==> src/rtl/gpio_regs.sv <==
// rtl/gpio_regs.sv - 32-bit GPIO register block with optional rising-edge interrupt
//
// Ports:
//   clk, rst            clock; asynchronous active-high reset
//   sel, addr, we, re   register access (we/re qualified by sel), word offset
//   wdata, rdata        write data in; registered read data out (held between reads)
//   rvalid              one-cycle pulse marking rdata valid
//   gpio_i              asynchronous pad inputs (two-flop synchronized)
//   gpio_o, gpio_oe     pad output values (OUT) and output enables (DIR, 1 = drive)
//   irq                 level interrupt, OR of IRQ_STAT & IRQ_EN
//
// Register map: 0 OUT (RW), 1 DIR (RW), 2 IN (RO), 3 IRQ_EN (RW), 4 IRQ_STAT (RW1C).
// Build option: define GPIO_IRQ_EN to implement IRQ_EN, IRQ_STAT, edge detect and irq.
// Without it offsets 3 and 4 are reserved and irq is tied low.

module gpio_regs (
    input  logic        clk,
    input  logic        rst,
    input  logic        sel,
    input  logic [4:0]  addr,
    input  logic        we,
    input  logic        re,
    input  logic [31:0] wdata,
    output logic [31:0] rdata,
    output logic        rvalid,
    input  logic [31:0] gpio_i,
    output logic [31:0] gpio_o,
    output logic [31:0] gpio_oe,
    output logic        irq
);

    localparam logic [4:0] ADDR_OUT      = 5'd0;
    localparam logic [4:0] ADDR_DIR      = 5'd1;
    localparam logic [4:0] ADDR_IN       = 5'd2;
    localparam logic [4:0] ADDR_IRQ_EN   = 5'd3;
    localparam logic [4:0] ADDR_IRQ_STAT = 5'd4;

    logic        wr_en;
    logic        rd_en;
    logic [31:0] out_q;
    logic [31:0] dir_q;
    logic [31:0] sync1_q;
    logic [31:0] sync2_q;
    logic [31:0] rd_val;

    assign wr_en   = sel & we;
    assign rd_en   = sel & re;
    assign gpio_o  = out_q;
    assign gpio_oe = dir_q;

    // Pins are sampled regardless of DIR so driven values loop back into IN.
    always_ff @(posedge clk or posedge rst) begin
        if (rst) begin
            sync1_q <= '0;
            sync2_q <= '0;
        end else begin
            sync1_q <= gpio_i;
            sync2_q <= sync1_q;
        end
    end

    always_ff @(posedge clk or posedge rst) begin
        if (rst) begin
            out_q <= '0;
            dir_q <= '0;
        end else if (wr_en) begin
            if (addr == ADDR_OUT) out_q <= wdata;
            if (addr == ADDR_DIR) dir_q <= wdata;
        end
    end

`ifdef GPIO_IRQ_EN
    logic [31:0] prev_q;
    logic [31:0] irq_en_q;
    logic [31:0] irq_stat_q;
    logic [31:0] rise;
    logic [31:0] stat_clr;

    assign rise     = sync2_q & ~prev_q;
    assign stat_clr = (wr_en && addr == ADDR_IRQ_STAT) ? wdata : '0;

    always_ff @(posedge clk or posedge rst) begin
        if (rst) begin
            prev_q     <= '0;
            irq_en_q   <= '0;
            irq_stat_q <= '0;
        end else begin
            prev_q <= sync2_q;
            if (wr_en && addr == ADDR_IRQ_EN) irq_en_q <= wdata;
            // A new rise wins over a same-cycle write-one-to-clear.
            irq_stat_q <= (irq_stat_q & ~stat_clr) | rise;
        end
    end

    assign irq = |(irq_stat_q & irq_en_q);
`else
    assign irq = 1'b0;
`endif

    always_comb begin
        rd_val = '0;
        case (addr)
            ADDR_OUT:      rd_val = out_q;
            ADDR_DIR:      rd_val = dir_q;
            ADDR_IN:       rd_val = sync2_q;
`ifdef GPIO_IRQ_EN
            ADDR_IRQ_EN:   rd_val = irq_en_q;
            ADDR_IRQ_STAT: rd_val = irq_stat_q;
`endif
            default:       rd_val = '0;
        endcase
    end

    // Read captures pre-write register values, so a same-cycle write/read
    // returns the old contents. rdata holds between reads.
    always_ff @(posedge clk or posedge rst) begin
        if (rst) begin
            rdata  <= '0;
            rvalid <= 1'b0;
        end else begin
            rvalid <= rd_en;
            if (rd_en) rdata <= rd_val;
        end
    end

endmodule

==> config.mk <==
export PLATFORM = sky130hd
export DESIGN_NAME = gpio_regs
export DESIGN_NICKNAME = d
export VERILOG_FILES = /design/src/rtl/gpio_regs.sv
export SDC_FILE = /design/constraint.sdc
export NUM_CORES = 1
export LEC_CHECK = 0
export ABC_AREA = 1
export CORE_MARGIN = 10
export CORE_UTILIZATION = 44
export CTS_CLUSTER_DIAMETER = 80
export DETAILED_ROUTE_END_ITERATION = 7
export HOLD_SLACK_MARGIN = 0.15
export PLACE_DENSITY = 0.77
export SLEW_MARGIN = 20
export SYNTH_ARGS = -nofsm -noshare
export SYNTH_HDL_FRONTEND = slang
export SYNTH_SLANG_ARGS = --single-unit
==> constraint.sdc <==
create_clock -name clk -period 4.8 [get_ports clk]
set_input_delay 0.72 -clock clk [delete_from_list [all_inputs] [get_ports clk]]
set_output_delay 0.72 -clock clk [all_outputs]
set_load 0.01 [all_outputs]
Word level (Yosys, flattened, before mapping):

Index checks and enable logic that the tools add are counted.

* eq/ne operators: 2
* muxes and demuxes: 1
* bitwise logic cells: 2
* reductions and logical operators: 3

Operators by type and width (number)
* $pmux W32 S3: 1
* $eq A5 B1 Y1 const B: 1
* $eq A5 B2 Y1 const B: 1
* $logic_not A5 Y1: 1
* $reduce_and A2 Y1: 2
* $and A1 B1 Y1: 2

* flip-flop bits (word level): 161
* input port bits: 74
* output and inout bits: 98
* logic and storage cells: 14

Longest topological paths before layout:

Gate-level depths: netlist (run 1).

* depth after elaboration: 2
* depth in mapped cells: 7
* depth with buffers taken out: 6

Worst setup path before layout (run 1):

No wires, ideal clock.

* kind: input -> register
* from: input addr[1]
* to: register dir_q[16] (netlist: gpio_oe[16])
* library setup time: 0.121 ns
* arrival time: 1.438 ns
* required time: 4.679 ns
* path slack: 3.241 ns
* stages on the path: 6
* path buffers: 2
* cell sequence: buf_4 > nor2_8 > nand3_4 > buf_2 > o21ai_1 > nand2_1

* longest elaborated chain between the ends: 2

Ends and longest elaborated chain
* from (decl): line 20 `input logic [4:0] addr,`
* $eq A5 B1 Y1: line 68 `if (addr == ADDR_DIR) dir_q <= wdata;`
* $reduce_and A2 Y1 (no line)
* to (signal assigned): line 68
* to (decl): line 41 `logic [31:0] dir_q;`

No other way between the ends.
A chain may end at the register's enable or synchronous reset.

Worst setup path after layout (run 1):

* from: input addr[3]
* to: register out_q[24] (netlist: gpio_o[24])

* longest elaborated chain between the ends: 2

Ends and longest elaborated chain
* $logic_not A5 Y1: line 67 `if (addr == ADDR_OUT) out_q <= wdata;`
* $reduce_and A2 Y1 (no line)
* to (signal assigned): line 67
* to (decl): line 40 `logic [31:0] out_q;`

No other way between the ends.

==> results of run 1 <==
==> power by group <==
group          switching (uW)  internal (uW)  leakage [uW]  total (uW)
clock                     555            749      0.000278        1300
sequential               76.4           1460       0.00206        1540
combinational             233            222       0.00170         456
total                     865           2430       0.00404        3300
==> layout by cell type (no fill, tap or decap), drive strengths merged <==
master and instances:
bufinv 1, inv 9, dfrtp 161, clkdlybuf4s50 169, buf 8, nand3 34, clkbuf 19, conb 1
clkinv 4, nand2 226, o21ai 64, clkinvlp 4, nor2 5, nand4 96
==> worst max-delay path: cells and delay by family <==
| kind | cells | cell delay, ns |
|---|---|---|
| AND/OR/NAND/NOR | 5 | 2.26 |
| buffers and inverters | 1 | 0.49 |
==> stage by stage <==
stage | power (uW) | hold WS [ns] | worst slack (ns) | std cells
6_report | 3300 | 0.338 | 1.62 | 985
2_1_floorplan | 1730 | 0.331 | 2.04 | 648
3_3_place_gp | 2010 | 0.333 | 1.27 | 953
5_1_grt | 3430 | 0.350 | 1.40 | 985
3_5_place_dp | 2020 | 0.335 | 1.26 | 953
4_1_cts | 3330 | 0.342 | 1.67 | 985
==> sequential cells by signal (all words and copies together), names as in the netlist <==
name     flops
gpio_o      32
gpio_oe     32
rdata       32
sync1_q     32
sync2_q     32
rvalid       1
==> final timing paths <==
path / cells after the start / slack (ns) / end
setup / recovery: 6 / 1.62 / gpio_o[24]
hold / removal: 0 / 0.34 / sync2_q[5]
setup reg to reg: 4 / 3.94 / rdata[3]
hold reg to reg: 0 / 0.34 / sync2_q[5]
max in group asynchronous: 3 / 2.91 / gpio_o[4]
min in group asynchronous: 2 / 0.79 / sync1_q[7]
==> layer usage <==
metal	vias up	share of wire (%)	wire length, um
met3	26	8.0	1530
met5	-	0	0
li1	2490	-	-
met2	234	48	9240
met1	2567	42	7950
met4	0	1.8	347
==> logic make-up (layout without fill, tap and decap cells) <==
logic type | count (synthesis) | in the layout | share of synthesized area [%]
AOI/OAI and AO/OA | 64 | 64 | 4.98
buffers and inverters | 61 | 214 | 5.61
DFF | 161 | 161 | 62.7
other | 1 | 1 | 0.0584
and+or+nand+nor | 361 | 361 | 26.7
==> cell type report <==
type	instances	area share, %
Inverter	5	0.260
Tap cell	184	2.66
Sequential cell	161	46.5
Timing Repair Buffer	177	20.3
Multi-Input combinational cell	426	23.6
Clock inverter	13	1.42
Clock buffer	19	5.23
==> impl_results.md, run 1 <==
- Reg-to-Reg Start: gpio_o[3]
- Maximum fanout along the worst path: 47
- Vias: between 5,000 and 6,000
- CP endpoint kind: register
- Crit path kind: in -> reg
- Post-DR vias/cell: 5.40
- Power Density: 381 nW/um^2
- CTS Buf Count: 17
- Synth Register Bits: 161
- Die ar.: 19,800 um^2
- Max incr delay on CP: 0.89 ns
- Final core area utilization: approximately 60%
- GP Congestion: approximately 0.79
- Area share of the largest cell type after synthesis: between 60% and 70%
- Max Clock Freq: 314 MHz
- Largest net degree at the start of global routing: approximately 130
- Fin nets: 862
- DR pass1 iterations: 5
- GRT Max-Usage Layer: met2
- Max IR drop VDD: about 270 uV
- First-pass GRT wire length: between 20,000 and 30,000 um
- Yosys warnings: 0
- CTS Buffer Depth: 2
- Share of layout cells above drive strength 1: between 6 and 7%
- Area Growth Syn to Fin: 34.8%
- ANT nets after route: 0
- Final setup viols: 0
- DRT iter0 DRCs: between 400 and 500
- Residual DRC: 0
- Status: completed
- Beginning of the critical path: addr[3]
- Critical-path cell list: clkdlybuf4s50_1 -> nor2_8 -> nand3_4 -> nor2_4 -> nand2_1 -> nand2_1
- Post-synth EDFFs: 0
- Final Instance Area: about 8700 um^2
- Min-Delay Path Class: reg -> reg
- Clk_skew: 0.0118 ns
- Least-Margin Pin Slew: ~0.93 ns
- HPWL Detailed: ~12,000 um
- CTS tree: built
- Die height: roughly 140 um
- Clk slew on worst S/H paths: 0.07 ns
- Clk sinks: 161
- Syn_area_per_cell: roughly 9.9 um^2
- Initial antenna violation count: 0
- HP Start: sync1_q[5]
- Vias in the first global route: 5,281
- Final Cycle Share: between 60% and 70%
- Data required, critical path: roughly 5.2 ns
- Synth cell count leaders: nand2_1, dfrtp_1, nand4_1, o21ai_1, nand3_1
- Ranking of synthesized cells by area: dfrtp_1, nand2_1, nand4_1
- GR Util met1: a little under a quarter
- Top-count cell post-synth: nand2_1
- Slowest cell on crit path: nor2_4
- Final hold vios: 0
- Routed wire length: 19,100 um
- Mean routed wirelength per cell: roughly 19 um
- Met3 GRT Util: roughly 6.5%
- Max cap viols: 0
- Htree depth: 4
- Post-CTS Resized: 0
- Synthesized area: 6430 um^2
- Leading area contributor after synthesis: dfrtp_1
- Final min period: between 3 and 4 ns
- CP startpoint kind: input pin
- CP most frequent cell: nand2_1
- GRT Resource Usage Total: roughly a fifth
- Sequential cell area fraction in the yosys report: 62.7%
- CTS Hold Bufs: 0
- GRT overflow: 0
- Synth Instances: 648
- Ant. Diodes: 0
- Unique cell type count in the Yosys netlist: 18
- Max-slew violations: 0
- Num rows: 44
- DP Area: 8090 um^2
- Die Width: ~140 um
- Synthesized Nets: slightly above 700
- Initial Utilization: ~45%
- CTS Root Cell: clkbuf_16
- Ys async rst share: 100%
- FF+latch area: 4030 um^2
- PortBufs: 170
- TNS Setup: 0 ns
- Clk_lat worst skew: 0.42 ns
- # fillers: 1,208
- LEAKAGE: just over 0.004 uW
- Met2 GRT Util: 30.0%
- RSZ-0062 raised after global routing: no
- Area of the multi-input gates: around 2000 um^2
- CP arrival: between 3 and 4 ns
- Slew Limit Headroom: between 30% and 40%
- # IOs: between 150 and 200
- Postcts setup bufs: 0
- Core Region: around 14,000 um^2
- Top_reg_cell synth: dfrtp_1
Power figures use the tool's default switching activity.
==> run 2, diff against run 1 <==
- clock period: 4.8 -> 2.7 ns (I/O delays scaled with it)
==> run 2 against run 1 <==
Hold slack worse by 0.13 ns. Cell area up 1.7%. Clock skew shrank 0.0071 ns.
==> impl_results.md, run 2 (synthesized netlist as in run 1, its figures left out) <==
- Clk slew on worst S/H paths: about 0.06 ns
- CP startpoint kind: register
- ANT nets after route: 0
- CTS Root Cell: clkbuf_16
- Fin nets: 878
- Max cap viols: 0
- Max Clock Freq: between 500 and 600 MHz
- Htree depth: 4
- # IOs: 172
- Clk_lat worst skew: between 0.4 and 0.5 ns
- Met2 routed WL: between 9000 and 10,000 um
- Reg-to-Reg Start: gpio_oe[20]
- Slew Limit Headroom: 56.4%
- Crit path kind: reg -> out
- Top Metal Used: met5
- Final core area utilization: between 60% and 70%
- GRT overflow: 0
- # fillers: 1,179
- DRT iter0 DRCs: approximately 480
- Final min period: ~1.8 ns
- Max incr delay on CP: between 0.5 and 0.6 ns
- Cells on worst reg2reg path: 4
- Final setup viols: 0
- Met1 WL: about 8000 um
- First-pass GRT wire length: 30,700 um
- Routed length on met3: 1610 um
- CP arrival: 1.39 ns
- Status: completed
- Area Growth Syn to Fin: 37.1%
- Commonest non-fill, non-tap cell in the layout: nand2_1
- Initial antenna violation count: 1
- Die ar.: approximately 20,000 um^2
- GRT Resource Usage Total: 19.7%
- Placed insts: slightly below 1,000
- Share of layout cells above drive strength 1: roughly 7.9%
- Total chip power: around 6000 uW
- Clk_skew: roughly 0.0047 ns
- Final hold vios: 0
- Vias: around 5,400
- Most frequent cells in the layout: nand2_1, clkdlybuf4s50_1, dfrtp_1
- Reg2reg end: rdata[20]
- Area of the multi-input gates: ~2000 um^2
- Num rows: 44
- Die Width: roughly 140 um
- CTS tree: built
- Part of the power in registers: ~46%
- Gate power share: between 10% and 20%
- Fin cells: about 1,000
- DP Worst Slack: between 0.7 and 0.8 ns
- Switch Pwr: 1480 uW
- Mean routed wirelength per cell: approximately 20 um
- DR pass1 iterations: 5
- FF+latch area: 4030 um^2
- PortBufs: 170
- Vias in the first global route: roughly 5,500
- Slowest cell on crit path: clkdlybuf4s50_1
- Routed wire length: about 20,000 um
- Core Region: approximately 14,000 um^2
- Power Density: around 680 nW/um^2
- Die height: about 140 um
- Clk pwr share: 40.4%
- LEAKAGE: 0.00412 uW
- Initial Utilization: about 45%
- Residual DRC: 0
- Least-Margin Pin Slew: ~0.65 ns
- Ant. Diodes: 0
- GP Congestion: roughly 0.85
- HPWL Detailed: around 13,000 um
- Final Cycle Share: 66.5%
- Internal power: between 4000 and 5000 uW
- CTS Buffer Depth: 2
- R2r setup slk: ~1.8 ns
- Worst Slack Setup Final: approximately 0.9 ns
- Postcts setup bufs: 0
- Data required, critical path: ~2.3 ns
- CP endpoint kind: primary output
- Max-slew violations: 0
- Largest net degree at the start of global routing: 65
- RSZ-0062 raised after global routing: no
- Post-CTS Resized: 0
- CTS Buf Count: 17
- Buf+Inv Stages, Crit Path: 1
- CP top delay family: buffers and inverters
- Critical-path cell list: clkdlybuf4s50_1
- Max IR drop VDD: approximately 450 uV
- TNS Setup: 0 ns
- Post-DR vias/cell: 5.43
- Min-Delay Path Class: in -> async
- CTS Hold Bufs: 0
- Clk sinks: approximately 160
- Maximum fanout along the worst path: 3
- Switch share: about a quarter
-- run 2: cell count changes in the layout (fill, tap and decap cells not counted) --
| cell | previous run | this run |
|---|---|---|
| buf_4 | 6 | 21 |
| inv_6 | 4 | 0 |
| bufinv_16 | 1 | 3 |
| buf_12 | 1 | 2 |
| clkbuf_1 | 0 | 1 |
| inv_8 | 1 | 0 |
-- run 2: power groups by stage --
stage / clock network [uW] / registers, uW / logic (uW)
detailed placement: 0 / 2780 / 826
CTS: 2440 / 2740 / 835
global route: 2540 / 2760 / 895
floorplan: 0 / 2810 / 264
finish: 2410 / 2740 / 823
global placement: 0 / 2770 / 816
-- run 2: per-stage QoR --
| step | hold slack [ns] | instance area (um^2) |
|---|---|---|
| after floorplan | 0.331 | 6430 |
| after global placement | 0.331 | 8220 |
| after detailed placement | 0.335 | 8220 |
| after CTS | 0.199 | 8810 |
| after global routing | 0.203 | 8810 |
| final | 0.210 | 8810 |
-- run 2: area by class of cell --
type / instances / area share, %
flip-flops and latches: 161 / 45.7
multi-input cells: 426 / 23.2
clock inverters: 10 / 1.55
repair buffers: 193 / 21.5
well taps: 184 / 2.61
clock buffers: 20 / 5.18
inverters: 5 / 0.256
-- run 2: how the worst max path moves through the flow --
stage / startpoint / endpoint / slack (ns) / depth (start not counted)
floorplan: rst / gpio_o[0] / 0.25 / 1
finish: gpio_oe[20] / gpio_oe[20] / 0.90 / 1
CTS: gpio_oe[8] / gpio_oe[8] / 0.88 / 1
global placement: sel / gpio_oe[30] / 0.70 / 5
detailed placement: addr[3] / gpio_o[27] / 0.71 / 7
global route: gpio_oe[8] / gpio_oe[8] / 0.85 / 1
-- run 2: per-layer routing --
layer	GRT usage [%]	up-vias
met3	7.19	40
met1	23.4	2626
met5	0	-
met4	7.50	2
met2	31.8	235
li1	-	2523
